$ cat config.mk
export PLATFORM = sky130hd
export DESIGN_NAME = mips_commit_trace
export DESIGN_NICKNAME = d
export VERILOG_FILES = /design/src/rtl/mips_commit_trace.sv
export SDC_FILE = /design/constraint.sdc
export NUM_CORES = 1
export LEC_CHECK = 0
export CORE_MARGIN = 1
export CORE_UTILIZATION = 58
export DETAILED_ROUTE_END_ITERATION = 16
export GPL_ROUTABILITY_DRIVEN = 0
export PLACE_DENSITY_LB_ADDON = 0.2
export RECOVER_POWER = 25
export SYNTH_ARGS = -nofsm -noshare
export SYNTH_HDL_FRONTEND = slang
export SYNTH_SLANG_ARGS = --single-unit
$ cat constraint.sdc
create_clock -name clk -period 7.21 [get_ports clk]
set_clock_uncertainty 0.1 [all_clocks]
set_input_delay 1.0815 -clock clk [delete_from_list [all_inputs] [get_ports clk]]
set_output_delay 1.0815 -clock clk [all_outputs]
set_load 0.03 [all_outputs]
$ cat src/rtl/mips_commit_trace.sv
// mips_commit_trace
//
// Retirement-trace buffer for the pipelined MIPS core. Every instruction that
// retires in writeback (and is not flushed) is captured as one entry
// {pc, result, register number, write enable} in a DEPTH-entry FIFO. A debug
// or trace consumer drains the head entry over a valid/ready handshake.
//
// Handshake: the head entry is offered while trace_valid=1. It is consumed on a
// rising clk edge where trace_valid=1 and trace_ready=1. While trace_valid=1 and
// trace_ready=0, every trace_* field holds its value. trace_valid never depends
// on trace_ready.
//
// Full handling:
//   FULL_MODE=0 : a commit that arrives while the FIFO is full and not being
//                 popped is discarded and counted.
//   FULL_MODE=1 : stall_req asks the core to hold writeback while full and the
//                 consumer is not taking an entry. A commit that arrives anyway
//                 is still discarded and counted.
//
// Ports
//   clk, rst        core clock, asynchronous active-high reset
//   commitW         an instruction retires in writeback this cycle
//   flushW          writeback flushed, suppresses capture
//   pcW, resultW    pc and writeback value of the retiring instruction
//   writeregW       destination register number
//   regwriteW       register write enable
//   clear           synchronous clear of FIFO and statistics (wins over push/pop)
//   trace_ready     consumer accepts the head entry
//   trace_valid     head entry available
//   trace_pc, trace_wdata, trace_wnum, trace_wen
//                   head entry fields, all zero while trace_valid=0
//   stall_req       core freeze request (constant 0 when FULL_MODE=0)
//   count           current occupancy, 0..DEPTH
//   drop_cnt        number of commits lost, saturating at all-ones
//   overflow        sticky flag, at least one commit lost since reset/clear

module mips_commit_trace #(
  parameter int DATA_W    = 32,
  parameter int REG_W     = 5,
  parameter int DEPTH     = 8,
  parameter int FULL_MODE = 0,
  parameter int FILTER_R0 = 1,
  parameter int CNT_W     = 16
) (
  input  logic                     clk,
  input  logic                     rst,
  input  logic                     commitW,
  input  logic                     flushW,
  input  logic [DATA_W-1:0]        pcW,
  input  logic [DATA_W-1:0]        resultW,
  input  logic [REG_W-1:0]         writeregW,
  input  logic                     regwriteW,
  input  logic                     clear,
  input  logic                     trace_ready,
  output logic                     trace_valid,
  output logic [DATA_W-1:0]        trace_pc,
  output logic [DATA_W-1:0]        trace_wdata,
  output logic [REG_W-1:0]         trace_wnum,
  output logic                     trace_wen,
  output logic                     stall_req,
  output logic [$clog2(DEPTH):0]   count,
  output logic [CNT_W-1:0]         drop_cnt,
  output logic                     overflow
);

  localparam int PTR_W = $clog2(DEPTH);
  localparam int OCC_W = PTR_W + 1;

  // Storage is deliberately not reset; count decides what is meaningful.
  logic [DATA_W-1:0] pc_mem   [DEPTH];
  logic [DATA_W-1:0] data_mem [DEPTH];
  logic [REG_W-1:0]  wnum_mem [DEPTH];
  logic              wen_mem  [DEPTH];

  logic [PTR_W-1:0]  wr_ptr;
  logic [PTR_W-1:0]  rd_ptr;

  logic              push;
  logic              pop;
  logic              full;
  logic              do_push;
  logic              do_pop;
  logic              drop;
  logic              wen_in;
  logic              r0_write;

  // ---------------------------------------------------------------------------
  // Capture side
  // ---------------------------------------------------------------------------
  assign push     = commitW & ~flushW;
  assign r0_write = (FILTER_R0 != 0) && (writeregW == '0);
  assign wen_in   = regwriteW & ~r0_write;

  assign full     = (count == OCC_W'(DEPTH));
  assign pop      = trace_valid & trace_ready;

  // A pop in the same cycle frees the slot the push lands in, so a full FIFO
  // that is being drained still accepts the new entry. Clear overrides both.
  assign do_pop   = pop & ~clear;
  assign do_push  = push & ~clear & (~full | pop);
  assign drop     = push & ~clear & full & ~pop;

  always_ff @(posedge clk) begin
    if (do_push) begin
      pc_mem[wr_ptr]   <= pcW;
      data_mem[wr_ptr] <= resultW;
      wnum_mem[wr_ptr] <= writeregW;
      wen_mem[wr_ptr]  <= wen_in;
    end
  end

  // ---------------------------------------------------------------------------
  // Pointers and occupancy. DEPTH is a power of two, so the natural wrap of
  // PTR_W-bit pointers is exactly modulo DEPTH.
  // ---------------------------------------------------------------------------
  always_ff @(posedge clk or posedge rst) begin
    if (rst) begin
      wr_ptr <= '0;
      rd_ptr <= '0;
      count  <= '0;
    end else if (clear) begin
      wr_ptr <= '0;
      rd_ptr <= '0;
      count  <= '0;
    end else begin
      if (do_push) begin
        wr_ptr <= wr_ptr + PTR_W'(1);
      end
      if (do_pop) begin
        rd_ptr <= rd_ptr + PTR_W'(1);
      end
      case ({do_push, do_pop})
        2'b10:   count <= count + OCC_W'(1);
        2'b01:   count <= count - OCC_W'(1);
        default: count <= count;
      endcase
    end
  end

  // ---------------------------------------------------------------------------
  // Loss accounting
  // ---------------------------------------------------------------------------
  always_ff @(posedge clk or posedge rst) begin
    if (rst) begin
      drop_cnt <= '0;
      overflow <= 1'b0;
    end else if (clear) begin
      drop_cnt <= '0;
      overflow <= 1'b0;
    end else if (drop) begin
      if (drop_cnt != '1) begin
        drop_cnt <= drop_cnt + CNT_W'(1);
      end
      overflow <= 1'b1;
    end
  end

  // ---------------------------------------------------------------------------
  // Head presentation. Fields are forced to zero when nothing is offered so the
  // consumer never sees stale storage.
  // ---------------------------------------------------------------------------
  assign trace_valid = (count != '0);

  always_comb begin
    trace_pc    = '0;
    trace_wdata = '0;
    trace_wnum  = '0;
    trace_wen   = 1'b0;
    if (trace_valid) begin
      trace_pc    = pc_mem[rd_ptr];
      trace_wdata = data_mem[rd_ptr];
      trace_wnum  = wnum_mem[rd_ptr];
      trace_wen   = wen_mem[rd_ptr];
    end
  end

  // Combinational so the core sees the freeze in the same cycle the consumer
  // stops taking entries; a ready consumer frees a slot, so no stall then.
  assign stall_req = (FULL_MODE != 0) ? (full & ~trace_ready) : 1'b0;

endmodule

==> results of run 1 <==
## cell families after synthesis
kind of cell    count (synthesis)  synth area share, %
flops                         587                 76.9
fa+ha+maj                       5                0.275
xor+xnor                       23                0.885
other cells                     1               0.0165
compound gates                 14                0.489
buf+inv                        57                 1.04
mux                           214                 17.1
simple gates                  162                 3.29
## metal layers
layer  up-vias  part of all wire, %  global-route usage (%)
met5         -                0.069                       0
met4         4                  1.6                    6.39
met3        63                  5.9                    4.22
met2       321                   49                    35.9
met1      5670                   43                    32.1
li1       4740                    -                       -
## cell type report
cell class	instances	area, um2	area share (%)
Sequential cell	587	17500	65.4
Multi-Input combinational cell	419	5090	19.0
Timing Repair Buffer	187	1860	6.95
Clock buffer	70	1450	5.43
Tap cell	518	648	2.42
Clock inverter	32	185	0.692
Inverter	5	18.8	0.0701
Antenna cell	2	5.00	0.0187
## synth_stat cells (2+ instances only)
cell type	number
xor2_1	5
nor3_2	2
nand3_1	10
mux2i_1	73
and4_1	2
a21oi_1	4
xnor2_1	18
nor3_1	9
nand2b_1	5
nor2_1	102
ha_1	5
nand2_1	10
nor2b_1	2
a31oi_1	2
dfrtp_1	27
nor4_2	2
clkbuf_1	29
mux4_2	140
nand4_1	4
buf_1	11
buf_2	10
edfxtp_1	560
o21ai_0	3
nor4b_1	2
inv_1	5
nor4_1	8
## state kept, by name, indices dropped and copies added, names as in the netlist
register	cells
overflow	1
wr_ptr	3
data_mem	256
count	4
pc_mem	256
drop_cnt	16
wnum_mem	40
wen_mem	8
rd_ptr	3
## report_power, final
part           internal (mW)  switching (mW)  leakage [nW]  total, mW
Clock                   1.46            1.17         0.801       2.63
Combinational           1.02            1.22          2.01       2.24
Sequential              3.77           0.106          5.41       3.87
Total                   6.25            2.50          8.22       8.75
## worst max-delay path by stage
stage / start / to / depth (start not counted)
floorplan: flushW / data_mem[0][0]$_DFFE_PP_ / 4
global placement: rd_ptr[0]$_DFFE_PP0P_ / trace_pc[30] / 5
detailed placement: rd_ptr[0]$_DFFE_PP0P_ / trace_pc[18] / 5
CTS: rd_ptr[0]$_DFFE_PP0P_ / trace_pc[18] / 5
global route: rd_ptr[0]$_DFFE_PP0P_ / trace_pc[17] / 5
finish: rd_ptr[0]$_DFFE_PP0P_ / trace_pc[30] / 5
## cells in the final DEF (no fill, tap or decap), types with 2 or more instances in the layout
| cell | count |
|---|---|
| xnor2_1 | 18 |
| clkinv_1 | 16 |
| nor4b_1 | 2 |
| a31oi_1 | 2 |
| inv_1 | 5 |
| a21oi_1 | 4 |
| buf_4 | 17 |
| o21ai_0 | 3 |
| nor3_2 | 4 |
| clkbuf_1 | 14 |
| nand4_1 | 4 |
| buf_12 | 3 |
| and4_1 | 2 |
| diode_2 | 2 |
| ha_1 | 5 |
| xor2_1 | 5 |
| dlygate4sd3_1 | 43 |
| nor3_1 | 7 |
| mux4_2 | 140 |
| nor2_1 | 96 |
| clkinvlp_4 | 2 |
| nand2_1 | 10 |
| dfrtp_1 | 24 |
| nor2_4 | 6 |
| nand2b_1 | 5 |
| mux2i_1 | 73 |
| dfrtp_4 | 3 |
| clkinv_2 | 11 |
| edfxtp_1 | 560 |
| clkbuf_16 | 56 |
| nor4_1 | 8 |
| nand3_1 | 10 |
| nor2b_1 | 2 |
| clkdlybuf4s50_1 | 124 |
## worst min-delay path, stage by stage, from the launching register on
cell     delay [ns]
dfrtp_1        0.37
inv_1          0.06
a21oi_1        0.05
## metrics by stage
stage               power, mW  setup WS, ns
global route             9.10          1.98
global placement         6.20          2.79
floorplan                5.41        0.0763
CTS                      8.86          2.13
detailed placement       6.22          2.79
finish                   8.75          2.27
==> flow_summary.yaml, run 1 <==
outcome:
  status: "finished, final reports clean"
min_path:
  holdPathEnd: "overflow$_DFFE_PP0P_"
  min_from: "overflow$_DFFE_PP0P_"
  whs_path_depth: 2
  hold_class: "register to register"
clock_network:
  numCtsBuffers: 56
  post-cts-setup-buffers: 0
  htree_levels: 2
  clock_latency_ns: 0.58
  root_buffer: "clkbuf_16"
  cts_sinks: 587
  cts_resized: 0
  cts_tree: "done"
  cts.clk_slew.worst_paths_ns: 0.06
  clk_path_buf_depth: 3
  cts_hold_buf: 0
logic_synthesis:
  synth-seq-cells: 587
  yosysTopAreaCell: "edfxtp_1"
  synthCells: 1063
  syn_area_per_cell_um2: 21.4
  synth_area_leaders: "edfxtp_1, mux4_2, mux2i_1, dfrtp_1, nor2_1"
  synth_edf_count: 560
  ys_seq_area_share_pct: 76.9
  syn-num-nets: 1144
  async_reset_ff_share_pct: 4.60
  yosysWarnings: 0
  yosysTopAreaCellShare_pct: 73.9
  synthFlopType: "edfxtp_1"
  syn_area_mm2: 0.0228
  synthDistinctLibCells: 39
setup_path:
  worst_setup_path_start_kind: "register"
  ff2ff_path_depth: 5
  rrSetupSlack_ns: 4.00
  crit_type: "register to primary output"
  path_buf_inv: 2
  reg2reg_to: "data_mem[2][20]$_DFFE_PP_"
  critPathMaxStageDelay_ns: 0.89
  critPathTopFamily: "buffers and inverters"
  cp_max_fo: 36
  arrival_ns: 3.76
  cp_slowest_cell: "dfrtp_4"
  crit_chain: "buf_4, mux4_2, mux2i_1, nor2_1, clkdlybuf4s50_1"
  cp.required_ns: 6.03
  cp-end-kind: "primary output"
  reg2reg_from: "count[3]$_DFFE_PP0P_"
layout:
  final_util_pct: 69.3
  final_cells: 1820
  fill_cells: 2432
  final_area_mm2: 0.0268
  area_growth_pct: 17.6
  nets: 1337
  drive_gt1_share_pct: 19.3
power:
  p_per_area_mw_per_mm2: 327
  p_leak_nw: 8.22
  ir_drop_mv: 0.324
global_routing:
  antenna_found_initial: 6
  grt-ovfl-total: 0
  grt.total_usage_pct: 22.4
  grt_pass1_wl_um: 65000
  grt_pass1_vias: 10800
  grt_max_degree: 80
drt:
  drc: 0
  drt_pass1_iterations: 5
  post_drt_wl_per_cell_um: 24.0
  vias_per_cell: 5.93
  wl_um: 43700
  vias: 10800
  ant_nets: 0
  drtIter0Drc: 731
timing:
  holdWs_ns: 0.422
  maxSlewViolCount: 0
  slew_headroom_pct: 22.8
  rsz0062_at_grt: "no"
  tns_ns: 0
  worst_pin_slew_ns: 1.16
  fin_crit_sh_pct: 68.6
  period_minus_slack_ns: 4.94
  final_hold_viol_count: 0
  clock.fmax_ghz: 0.202
  setup-violations-final: 0
placed_design:
  dp_hpwl_um: 23300
  post_dp_cell_area_mm2: 0.0251
  place_inst: 1716
  port-buffer-count: 167
die:
  core_area_mm2: 0.0386
  std_cell_rows: 72
  die_area_mm2: 0.0400
  start_util_pct: 58.9
  dieHeight_um: 200
  die_w_um: 200
  num_io_pins: 169
job:
  max-cap-violations: 0
Note: power is estimated with default switching activity, not from simulation.
==> run 2: changes to the inputs <==
==> constraint.sdc (replaced) <==
create_clock -name clk -period 4.6 [get_ports clk]
set_clock_uncertainty 0.1 [all_clocks]
set_input_delay 0.69 -clock clk [delete_from_list [all_inputs] [get_ports clk]]
set_output_delay 0.69 -clock clk [all_outputs]
set_load 0.03 [all_outputs]
==> run 2 against run 1 <==
  * Register-to-register slack got worse by 2.2 ns
  * Die area is the same
  * Global-route usage is 0.93 points higher
  * Flip-flop and latch count is the same
  * Largest cell class unchanged
  * Routed wire length up 3.2%
  * First-iteration DRC count fell by 0.55%
  * Critical endpoint is now trace_wdata[17]
==> flow_summary.yaml, run 2 (synthesis gave the netlist of run 1 again) <==
setup_path:
  worstSetupStartpoint: "rd_ptr[0]$_DFFE_PP0P_"
  ff2ff_path_depth: 5
  cp_max_fo: 28
  cp-end-kind: "primary output"
  reg2reg_to: "data_mem[3][16]$_DFFE_PP_"
  critPathMaxStageDelay_ns: 0.61
  critPathTopFamily: "buffers and inverters"
  rrSetupSlack_ns: 1.84
  cp_slowest_cell: "clkdlybuf4s50_1"
  crit_chain: "buf_4, mux4_2, mux2i_1, nor2_1, clkdlybuf4s50_1"
  worst_setup_path_start_kind: "register"
  arrival_ns: 3.26
  reg2reg_from: "count[1]$_DFFE_PP0P_"
  cp.required_ns: 3.81
  path_buf_inv: 2
  crit_type: "register to primary output"
drt:
  drtIter0Drc: 727
  drt_pass1_iterations: 5
  vias: 10900
  post_drt_wl_per_cell_um: 24.7
  wl_um: 45100
  ant_nets: 0
  vias_per_cell: 5.96
  drc: 0
global_routing:
  grt_pass1_wl_um: 67200
  grt.total_usage_pct: 23.4
  antenna_found_initial: 5
  grt_max_degree: 73
  grt-ovfl-total: 0
  grt_pass1_vias: 11100
clock_network:
  post-cts-setup-buffers: 0
  numCtsBuffers: 56
  clk_path_buf_depth: 3
  root_buffer: "clkbuf_16"
  cts_resized: 0
  htree_levels: 2
  cts_sinks: 587
  clock_latency_ns: 0.60
  cts.clk_slew.worst_paths_ns: 0.07
  cts_hold_buf: 0
  cts_tree: "done"
die:
  std_cell_rows: 72
  die_w_um: 200
  die_area_mm2: 0.0400
  dieHeight_um: 200
  start_util_pct: 58.9
  num_io_pins: 169
  core_area_mm2: 0.0386
layout:
  area_growth_pct: 18.8
  final_cells: 1825
  final_area_mm2: 0.0270
  drive_gt1_share_pct: 19.8
  final_common_cell: "edfxtp_1"
  nets: 1343
  reg.largest.list: "data_mem: 256 flops, pc_mem: 256 flops, wnum_mem: 40 flops"
  layout_common_cells: "edfxtp_1, mux4_2, clkdlybuf4s50_1, nor2_1, mux2i_1"
min_path:
  hold_class: "register to register"
  holdPathEnd: "overflow$_DFFE_PP0P_"
  whs_path_depth: 2
  min_from: "overflow$_DFFE_PP0P_"
timing:
  clock.fmax_ghz: 0.247
  final_hold_viol_count: 0
  holdWs_ns: 0.422
  fin_crit_sh_pct: 88.0
  rsz0062_at_grt: "no"
  maxSlewViolCount: 0
  worst_slack_ns: 0.553
  worst_pin_slew_ns: 1.08
  period_minus_slack_ns: 4.05
  setup-violations-final: 0
  slew_headroom_pct: 27.7
power:
  ir_drop_mv: 0.414
  p_per_area_mw_per_mm2: 518
  p_leak_nw: 8.31
  p_total_mw: 14.0
job:
  max-cap-violations: 0
outcome:
  status: "finished, final reports clean"
placed_design:
  port-buffer-count: 167
  place_ws_ns: 1.11
  post_dp_cell_area_mm2: 0.0253
  place_inst: 1722
  dp_hpwl_um: 24400
==> run 2: cell type report <==
cell class              instances  area [um2]
repair buffers                193        2030
flip-flops and latches        587       17500
diodes                          2        5.00
clock inverters                34         268
inverters                       5        18.8
fillers                      2345       11600
well taps                     518         648
multi-input cells             419        5100
clock buffers                  67        1460
==> run 2: per-layer routing <==
layer / GRT usage, % / share of wire [%] / routed length, um / up-vias
met5: 0 / 0.082 / 37 / -
met4: 6.81 / 1.7 / 757 / 6
met3: 4.15 / 5.5 / 2480 / 64
met2: 38.8 / 51 / 22900 / 304
met1: 32.3 / 42 / 18900 / 5728
li1: - / - / - / 4770
==> run 2: metrics by stage <==
| stage | utilization (%) | setup TNS, ns |
|---|---|---|
| final | 70.0 | 0 |
| after global routing | 70.0 | 0 |
| after CTS | 70.0 | 0 |
| after detailed placement | 65.5 | 0 |
| after global placement | 65.5 | 0 |
| after floorplan | - | -109.44 |
==> run 2: how the worst max path moves through the flow <==
| stage | to | slack, ns | cells after the start |
|---|---|---|---|
| final | trace_wdata[17] | 0.55 | 5 |
| after global placement | data_mem[3][29]$_DFFE_PP_ | 1.14 | 5 |
| after global routing | trace_wdata[17] | 0.37 | 5 |
| after floorplan | data_mem[6][0]$_DFFE_PP_ | -0.26 | 4 |
| after detailed placement | data_mem[3][29]$_DFFE_PP_ | 1.11 | 5 |
| after CTS | trace_wdata[17] | 0.47 | 5 |
==> run 2: report_power, final <==
group          internal [mW]  leakage [nW]  switching, mW
clock network           2.48         0.838           1.88
logic                   1.63          2.06           2.01
registers               5.90          5.41         0.0877
total                   10.0          8.31           3.98
==> run 2: worst register-to-register path, stage by stage (launching register included) <==
cell and delay (ns):
dfrtp_1 0.62, nor3_2 0.15, a211oi_1 0.40, nand2_1 0.35
nor2_4 0.17, buf_4 0.56
